===== src/rtl/knn_topk.sv =====
// knn_topk: squares the packed {dx,dy} lane-difference word and keeps the
// K smallest squared distances (with sample index tags) in a sorted list
// readable through a combinational select port.
// Optional build macro KNN_TOPK_STATS_EN adds the n_seen/n_drop counters.
module knn_topk #(
  parameter int K     = 4,
  parameter int IDX_W = 8,
  parameter int SEL_W = $clog2(K),
  parameter int CNT_W = $clog2(K + 1)
) (
  input  logic             clk,
  input  logic             rst,
  input  logic             clear,
  input  logic             in_valid,
  input  logic [31:0]      in_dist,
  input  logic [IDX_W-1:0] in_idx,
  input  logic [SEL_W-1:0] rd_sel,
  output logic             rd_vld,
  output logic [31:0]      rd_dist,
  output logic [IDX_W-1:0] rd_idx,
  output logic [CNT_W-1:0] count,
`ifdef KNN_TOPK_STATS_EN
  output logic [15:0]      n_seen,
  output logic [15:0]      n_drop,
`endif
  output logic             busy
);

  logic flush;
  assign flush = rst | clear;

  // Stage 1: square both signed lanes; the sum peaks at 2^31 so 32 bits suffice
  logic signed [15:0] dx, dy;
  logic signed [31:0] dx2, dy2;
  logic [31:0]        sq_d;
  assign dx   = in_dist[31:16];
  assign dy   = in_dist[15:0];
  assign dx2  = dx * dx;
  assign dy2  = dy * dy;
  assign sq_d = $unsigned(dx2) + $unsigned(dy2);

  logic             s1_vld_q;
  logic [31:0]      s1_sq_q;
  logic [IDX_W-1:0] s1_idx_q;

  // Stage-1 register: capture squared distance and tag of an accepted sample
  always_ff @(posedge clk) begin
    if (flush) begin
      s1_vld_q <= 1'b0;
      s1_sq_q  <= '0;
      s1_idx_q <= '0;
    end else begin
      s1_vld_q <= in_valid;
      if (in_valid) begin
        s1_sq_q  <= sq_d;
        s1_idx_q <= in_idx;
      end
    end
  end

  // Sorted list storage; invalid entries always hold zero dist/idx
  logic             vld_q  [K];
  logic [31:0]      dist_q [K];
  logic [IDX_W-1:0] idx_q  [K];
  logic             vld_d  [K];
  logic [31:0]      dist_d [K];
  logic [IDX_W-1:0] idx_d  [K];
  logic [CNT_W-1:0] count_q, count_d;
  logic [CNT_W-1:0] pos;
  logic             ins;

  // Stage 2: find insertion point (ties go after existing entries) and shift
  always_comb begin
    pos = '0;
    for (int unsigned i = 0; i < K; i++) begin
      if (vld_q[i] && (dist_q[i] <= s1_sq_q)) pos = pos + CNT_W'(1);
    end
    ins     = s1_vld_q && (pos < CNT_W'(K));
    count_d = count_q;
    for (int unsigned i = 0; i < K; i++) begin
      vld_d[i]  = vld_q[i];
      dist_d[i] = dist_q[i];
      idx_d[i]  = idx_q[i];
    end
    if (ins) begin
      // shift everything at or beyond the insertion point down by one;
      // the old last entry falls off the end
      for (int unsigned i = 1; i < K; i++) begin
        if (CNT_W'(i) > pos) begin
          vld_d[i]  = vld_q[i-1];
          dist_d[i] = dist_q[i-1];
          idx_d[i]  = idx_q[i-1];
        end
      end
      for (int unsigned i = 0; i < K; i++) begin
        if (CNT_W'(i) == pos) begin
          vld_d[i]  = 1'b1;
          dist_d[i] = s1_sq_q;
          idx_d[i]  = s1_idx_q;
        end
      end
      if (count_q < CNT_W'(K)) count_d = count_q + CNT_W'(1);
    end
  end

  // List and occupancy registers
  always_ff @(posedge clk) begin
    if (flush) begin
      for (int unsigned i = 0; i < K; i++) begin
        vld_q[i]  <= 1'b0;
        dist_q[i] <= '0;
        idx_q[i]  <= '0;
      end
      count_q <= '0;
    end else begin
      for (int unsigned i = 0; i < K; i++) begin
        vld_q[i]  <= vld_d[i];
        dist_q[i] <= dist_d[i];
        idx_q[i]  <= idx_d[i];
      end
      count_q <= count_d;
    end
  end

`ifdef KNN_TOPK_STATS_EN
  logic [15:0] n_seen_q, n_drop_q;

  // Statistics: samples reaching stage 2 and samples rejected as too far
  always_ff @(posedge clk) begin
    if (flush) begin
      n_seen_q <= '0;
      n_drop_q <= '0;
    end else if (s1_vld_q) begin
      n_seen_q <= n_seen_q + 16'd1;
      if (!ins) n_drop_q <= n_drop_q + 16'd1;
    end
  end

  assign n_seen = n_seen_q;
  assign n_drop = n_drop_q;
`endif

  // Read mux; out-of-range selects fall through to zeros
  always_comb begin
    rd_vld  = 1'b0;
    rd_dist = '0;
    rd_idx  = '0;
    for (int unsigned i = 0; i < K; i++) begin
      if (rd_sel == SEL_W'(i) && vld_q[i]) begin
        rd_vld  = 1'b1;
        rd_dist = dist_q[i];
        rd_idx  = idx_q[i];
      end
    end
  end

  assign count = count_q;
  assign busy  = s1_vld_q;

endmodule


===== config.mk =====
export PLATFORM = sky130hd
export DESIGN_NAME = knn_topk
export DESIGN_NICKNAME = d
export VERILOG_FILES = /design/src/rtl/knn_topk.sv
export SDC_FILE = /design/constraint.sdc
export NUM_CORES = 2
export LEC_CHECK = 0
export CORE_MARGIN = 2
export CORE_UTILIZATION = 40
export DETAILED_ROUTE_END_ITERATION = 7
export PLACE_DENSITY = 0.64
export SYNTH_ARGS = -nofsm -noshare
export SYNTH_HDL_FRONTEND = slang
export SYNTH_SLANG_ARGS = --single-unit

===== constraint.sdc =====
create_clock -name clk -period 16 [get_ports clk]
set_clock_uncertainty 0.2 [all_clocks]
set_input_delay 3.2 -clock clk [delete_from_list [all_inputs] [get_ports clk]]
set_output_delay 3.2 -clock clk [all_outputs]
set_load 0.01 [all_outputs]

# Word-level counts from Yosys, hierarchy flattened
# Memories as Yosys holds them, arrays and structs flattened.
# Cells that the tools add are included.
totals:
  regBits: 44
  mem_bits_rw: 164
  inputBits: 46
  out_inout_bits: 45
  wordCells: 109
  mem_count: 3
memory_table:
  columns: ["memory", "depth", "width", "read_ports", "rd_ports_with_merged_regs", "write_ports", "line_no", "text"]
  rows:
  - ["dist_q", 4, 32, 4, 0, 4, "63", "logic [31:0] dist_q [K];"]
  - ["idx_q", 4, 8, 4, 0, 4, "64", "logic [IDX_W-1:0] idx_q [K];"]
  - ["vld_q", 4, 1, 4, 0, 4, "62", "logic vld_q [K];"]
op_classes:
  add_sub_neg: 5
  mul: 2
  magnitude_cmp: 9
  eq_ne: 6
  mux: 55
  n_bitwise: 13
  reduce_logical: 12
ops:
  columns: ["op", "count"]
  rows:
  - ["two-way mux 32 bit", 16]
  - ["<= comparator 32 bit", 4]
  - ["two-way mux 128 bit", 1]
  - ["two-way mux 8 bit", 15]
  - ["multiplier 16 x 16 -> 32 bit", 2]
  - ["adder 32 bit", 1]
  - ["two-way mux 1 bit", 19]
  - ["bitwise OR 1 bit", 13]
  - ["adder 3 x 1 -> 3 bit (second input constant)", 4]
  - ["logical AND 1 bit", 9]
  - ["two-way mux 3 bit", 3]
  - ["equality test 2 x 3 -> 1 bit (first input constant)", 2]
  - ["greater-than comparator 2 x 3 -> 1 bit (first input constant)", 2]
  - ["< comparator 3 bit (second input constant)", 2]
  - ["equality test 2 bit (second input constant)", 2]
  - ["two-way mux 4 bit", 1]
  - ["equality test 1 x 3 -> 1 bit (first input constant)", 1]
  - ["greater-than comparator 1 x 3 -> 1 bit (first input constant)", 1]
  - ["zero test 3 bit", 1]
  - ["equality test 2 x 1 -> 1 bit (second input constant)", 1]
  - ["zero test 2 bit", 1]
  - ["AND reduction 2 bit", 1]

# Logic depth before layout (Yosys ltp)
# An unclocked memory read counts as a cell.
logic_depth:
  ltp_word: 15
  ltp_mapped: 29
  mapped_depth_nobuf: 27

# Least setup slack after synthesis
# No wires, ideal clock.
synth_timing:
  kind: "input-to-reg"
  start: "input port in_dist[15]"
  end: "register s1_sq_q[31]"
  setup_time_ns: 0.074
  arrival_ns: 10.234
  required_time_ns: 15.726
  setup_slack_ns: 5.492
  stages: 26
  n_path_buf: 1
  cell_sequence: "inv_1 > clkbuf_1 > nor2_1 > inv_1 > fa_1 > inv_1 > fa_1 > fa_1 > fa_1 > fa_1 > fa_1 > fa_1 > inv_1 > fa_1 > inv_1 > ha_1 > a21o_1 > a21o_1 > a21o_1 > nand2_1 > o2111ai_1 > a21oi_1 > nor2b_1 > o41ai_1 > nand4b_1 > a31oi_1"
synth_between:
  elab_chain_cells: 2
synth_rtl:
  columns: ["item", "line_no", "text"]
  rows:
  - ["start: declaration", "15", "input logic [31:0] in_dist,"]
  - ["multiplier 16 x 16 -> 32 bit", "39", "assign dy2 = dy * dy;"]
  - ["adder 32 bit", "40", "assign sq_d = $unsigned(dx2) + $unsigned(dy2);"]
  - ["end signal: assignment", "55", "s1_sq_q <= sq_d;"]
  - ["end: declaration", "43", "logic [31:0] s1_sq_q;"]
# No other way between the ends.
# A chain may end at the register's enable or synchronous reset.

# Worst setup path in the final report
# Same ends and word-level chain as after synthesis.

==> results_dict.tcl <==
set metrics [dict create \
    final_nets 4086 \
    drv_slew 0 \
    synth-simple-area-share 0.105 \
    die_h_um 276 \
    route.vias.total 21813 \
    finalSetupTns_ns 0 \
    yosys_warnings 0 \
    syn_area_mm2 0.0296 \
    post_cts_buffers 0 \
    placed_area_mm2 0.0313 \
    num-fill-cells 7209 \
    grt_pass1_wl_um 126000 \
    ys_ff_latch 208 \
    synth_top_family_by_area "adder cells" \
    finalWirelength_um 77500 \
    drcViolationCount 6 \
    seqCellArea_mm2 0.00416 \
    cts.clk_slew.worst_paths_ns 0.06 \
    vias_per_cell 5.18 \
    final_area_mm2 0.0322 \
    synth_compound_area_frac 0.116 \
    drive_above_1_share 0.0304 \
    cap_violations 0 \
    syn-instance-count 3229 \
    ant_nets 0 \
    yosysTopAreaCellShare 0.351 \
    grt_overflow 0 \
    clock_latency_ns 0.52 \
    cp_max_fo 20 \
    num_rows 99 \
    place_congestion 0.914 \
    synthArstFlopShare 0 \
    fmax_mhz 89.3 \
    arrival_ns 11.42 \
    setup_viol 0 \
    core_area_mm2 0.0731 \
    cts-resized-gates 0 \
    synth_area_leader_cell "fa_1" \
    cts-root-buf "clkbuf_16" \
    multi_input_area_mm2 0.0223 \
    worstMarginPinSlew_ns 1.10 \
    maxSlewHeadroom 0.263 \
    cts_made_buffers 23 \
    wl_per_cell_um 18.4 \
    cts.sinks 208 \
    grt_max_degree 88 \
    synth.distinct_cells 69 \
    cts_hold_buf 0 \
    min_period_ns 11.19 \
    cts_tree "yes" \
    area_delta_synth_final_pct 8.88 \
    synth-adder-area-share 0.471 \
    grt_pass1_vias 22597 \
    violations "design-rule violations" \
    die_w_um 276 \
    cts_buffer_depth 3 \
    synth_seq_area_share 0.141 \
    synth_ff_type "dfxtp_1" \
    ios 91 \
    syn-num-nets 4079 \
    required_ns 16.23 \
    drt_pass1_iterations 8 \
    synth_area_leaders "fa_1, dfxtp_1, ha_1, inv_1, mux2i_1" \
    status "finished, violations left" \
    synth.avg_cell_area_um2 9.16 \
    port_buffers 90 \
    drtIter0Drc 1629 \
    diodes 0 \
    initial_core_util 0.405 \
    rsz0062_at_grt "false" \
    grt_antenna_before_repair 1 \
    hold_viol 0 \
    fin_crit_sh 0.700 \
    hold_path.class "register to register" \
    h-tree-depth 1 \
    final_util 0.441 \
    grt_use_total 0.208 \
    dieArea_mm2 0.0761 \
    dp_hpwl_um 61700 \
    synth_edf_count 0 \
    synth_xor_area_frac 0.0184 \
    critPathLaunchType "input port" \
    synth.area.mux_share 0.0394 \
    cp-end-kind "register" \
    crit_type "input port to register" \
]
-- path summary, 6_finish.rpt --
path,from,end,slack [ns],cells after the start
worst max register to register,s1_sq_q[1],dist_q[1][21],9.62,25
worst max-delay path,in_dist[15],s1_sq_q[31],4.81,27
worst min-delay path,idx_q[3][7],idx_q[3][7],0.26,2
worst min register to register,idx_q[3][7],idx_q[3][7],0.26,2
-- logic make-up (layout without fill, tap and decap cells) --
family | Yosys count | in the layout
AO/OA/AOI/OAI | 531 | 531
XOR/XNOR | 60 | 60
adder cells (fa/ha/maj) | 804 | 804
buffers and inverters | 838 | 861
flip-flops | 208 | 208
multiplexers | 116 | 116
other | 1 | 1
AND/OR/NAND/NOR | 671 | 671
-- Yosys cell counts (all sizes together) (3+ instances only) --
master	count
buf	24
o2111ai	4
nand2b	19
nand2	169
and4	4
nand3	12
a211oi	49
a31oi	4
a31o	5
nor2b	26
ha	286
dfxtp	208
xnor2	49
mux2	3
mux2i	113
nor4	4
and2	86
xor2	11
a21oi	139
o21ai	118
a21o	32
fa	518
a22oi	40
o22ai	42
o21a	21
o32ai	41
clkinv	3
or3	5
nand4	32
o21bai	5
nor3	15
or2	5
o31ai	13
inv	703
clkbuf	108
nor2	286
-- metrics by stage --
| step | cells | worst slack [ns] | hold WS, ns |
|---|---|---|---|
| after global routing | 4211 | 4.23 | 0.275 |
| after floorplan | 3229 | 5.49 | 0.232 |
| final | 4211 | 4.81 | 0.260 |
| after global placement | 4170 | 4.40 | 0.244 |
| after CTS | 4211 | 4.83 | 0.256 |
| after detailed placement | 4170 | 4.31 | 0.244 |
-- routing by layer --
layer,vias to the layer above,share of wire,track usage
met5,-,0.00017,0
met4,2,0.021,0.0453
met3,108,0.051,0.0207
met2,601,0.46,0.344
met1,10815,0.47,0.297
li1,10287,-,-
-- cells in the final DEF (no fill, tap or decap), types with 13 or more instances in the layout --
master / count
a211oi_1: 48
a21o_1: 32
a21oi_1: 137
a22oi_1: 40
and2_1: 86
buf_4: 24
clkbuf_16: 23
clkdlybuf4s50_1: 89
dfxtp_1: 208
fa_1: 518
ha_1: 286
inv_1: 703
mux2i_1: 113
nand2_1: 169
nand2b_1: 19
nand4_1: 32
nor2_1: 282
nor2b_1: 26
nor3_1: 14
o21a_1: 21
o21ai_0: 115
o22ai_1: 42
o31ai_1: 13
o32ai_1: 41
xnor2_1: 49
-- registers in the layout, summed over array words and instances (netlist names) --
signal,count
dist_q,128
idx_q,32
s1_sq_q,32
s1_idx_q,8
vld_q,4
count,3
busy,1
-- final cells by class --
cell class / instances / share of cell area
Multi-Input combinational cell: 2183 / 0.691
Sequential cell: 208 / 0.129
Inverter: 706 / 0.0823
Tap cell: 959 / 0.0373
Timing Repair Buffer: 114 / 0.0334
Clock buffer: 27 / 0.0196
Clock inverter: 14 / 0.00742
-- critical path, cell delays in order --
cell	delay (ns)
clkdlybuf4s50_1	0.98
inv_1	0.47
nor2_1	0.19
buf_4	0.27
fa_1	0.45
inv_1	0.08
fa_1	0.43
fa_1	0.49
inv_1	0.05
fa_1	0.48
fa_1	0.57
fa_1	0.43
fa_1	0.49
inv_1	0.05
fa_1	0.47
inv_1	0.05
ha_1	0.34
a21oi_1	0.16
o21ai_0	0.17
a2111o_1	0.37
nand4_1	0.12
o2111ai_1	0.17
a21oi_1	0.19
nor2b_1	0.09
o41ai_1	0.31
nand4b_1	0.14
a31oi_1	0.19
Power is left out: the tool's default activity adds up to more than one toggle a clock period on the data nets, which glitch-free logic cannot reach.
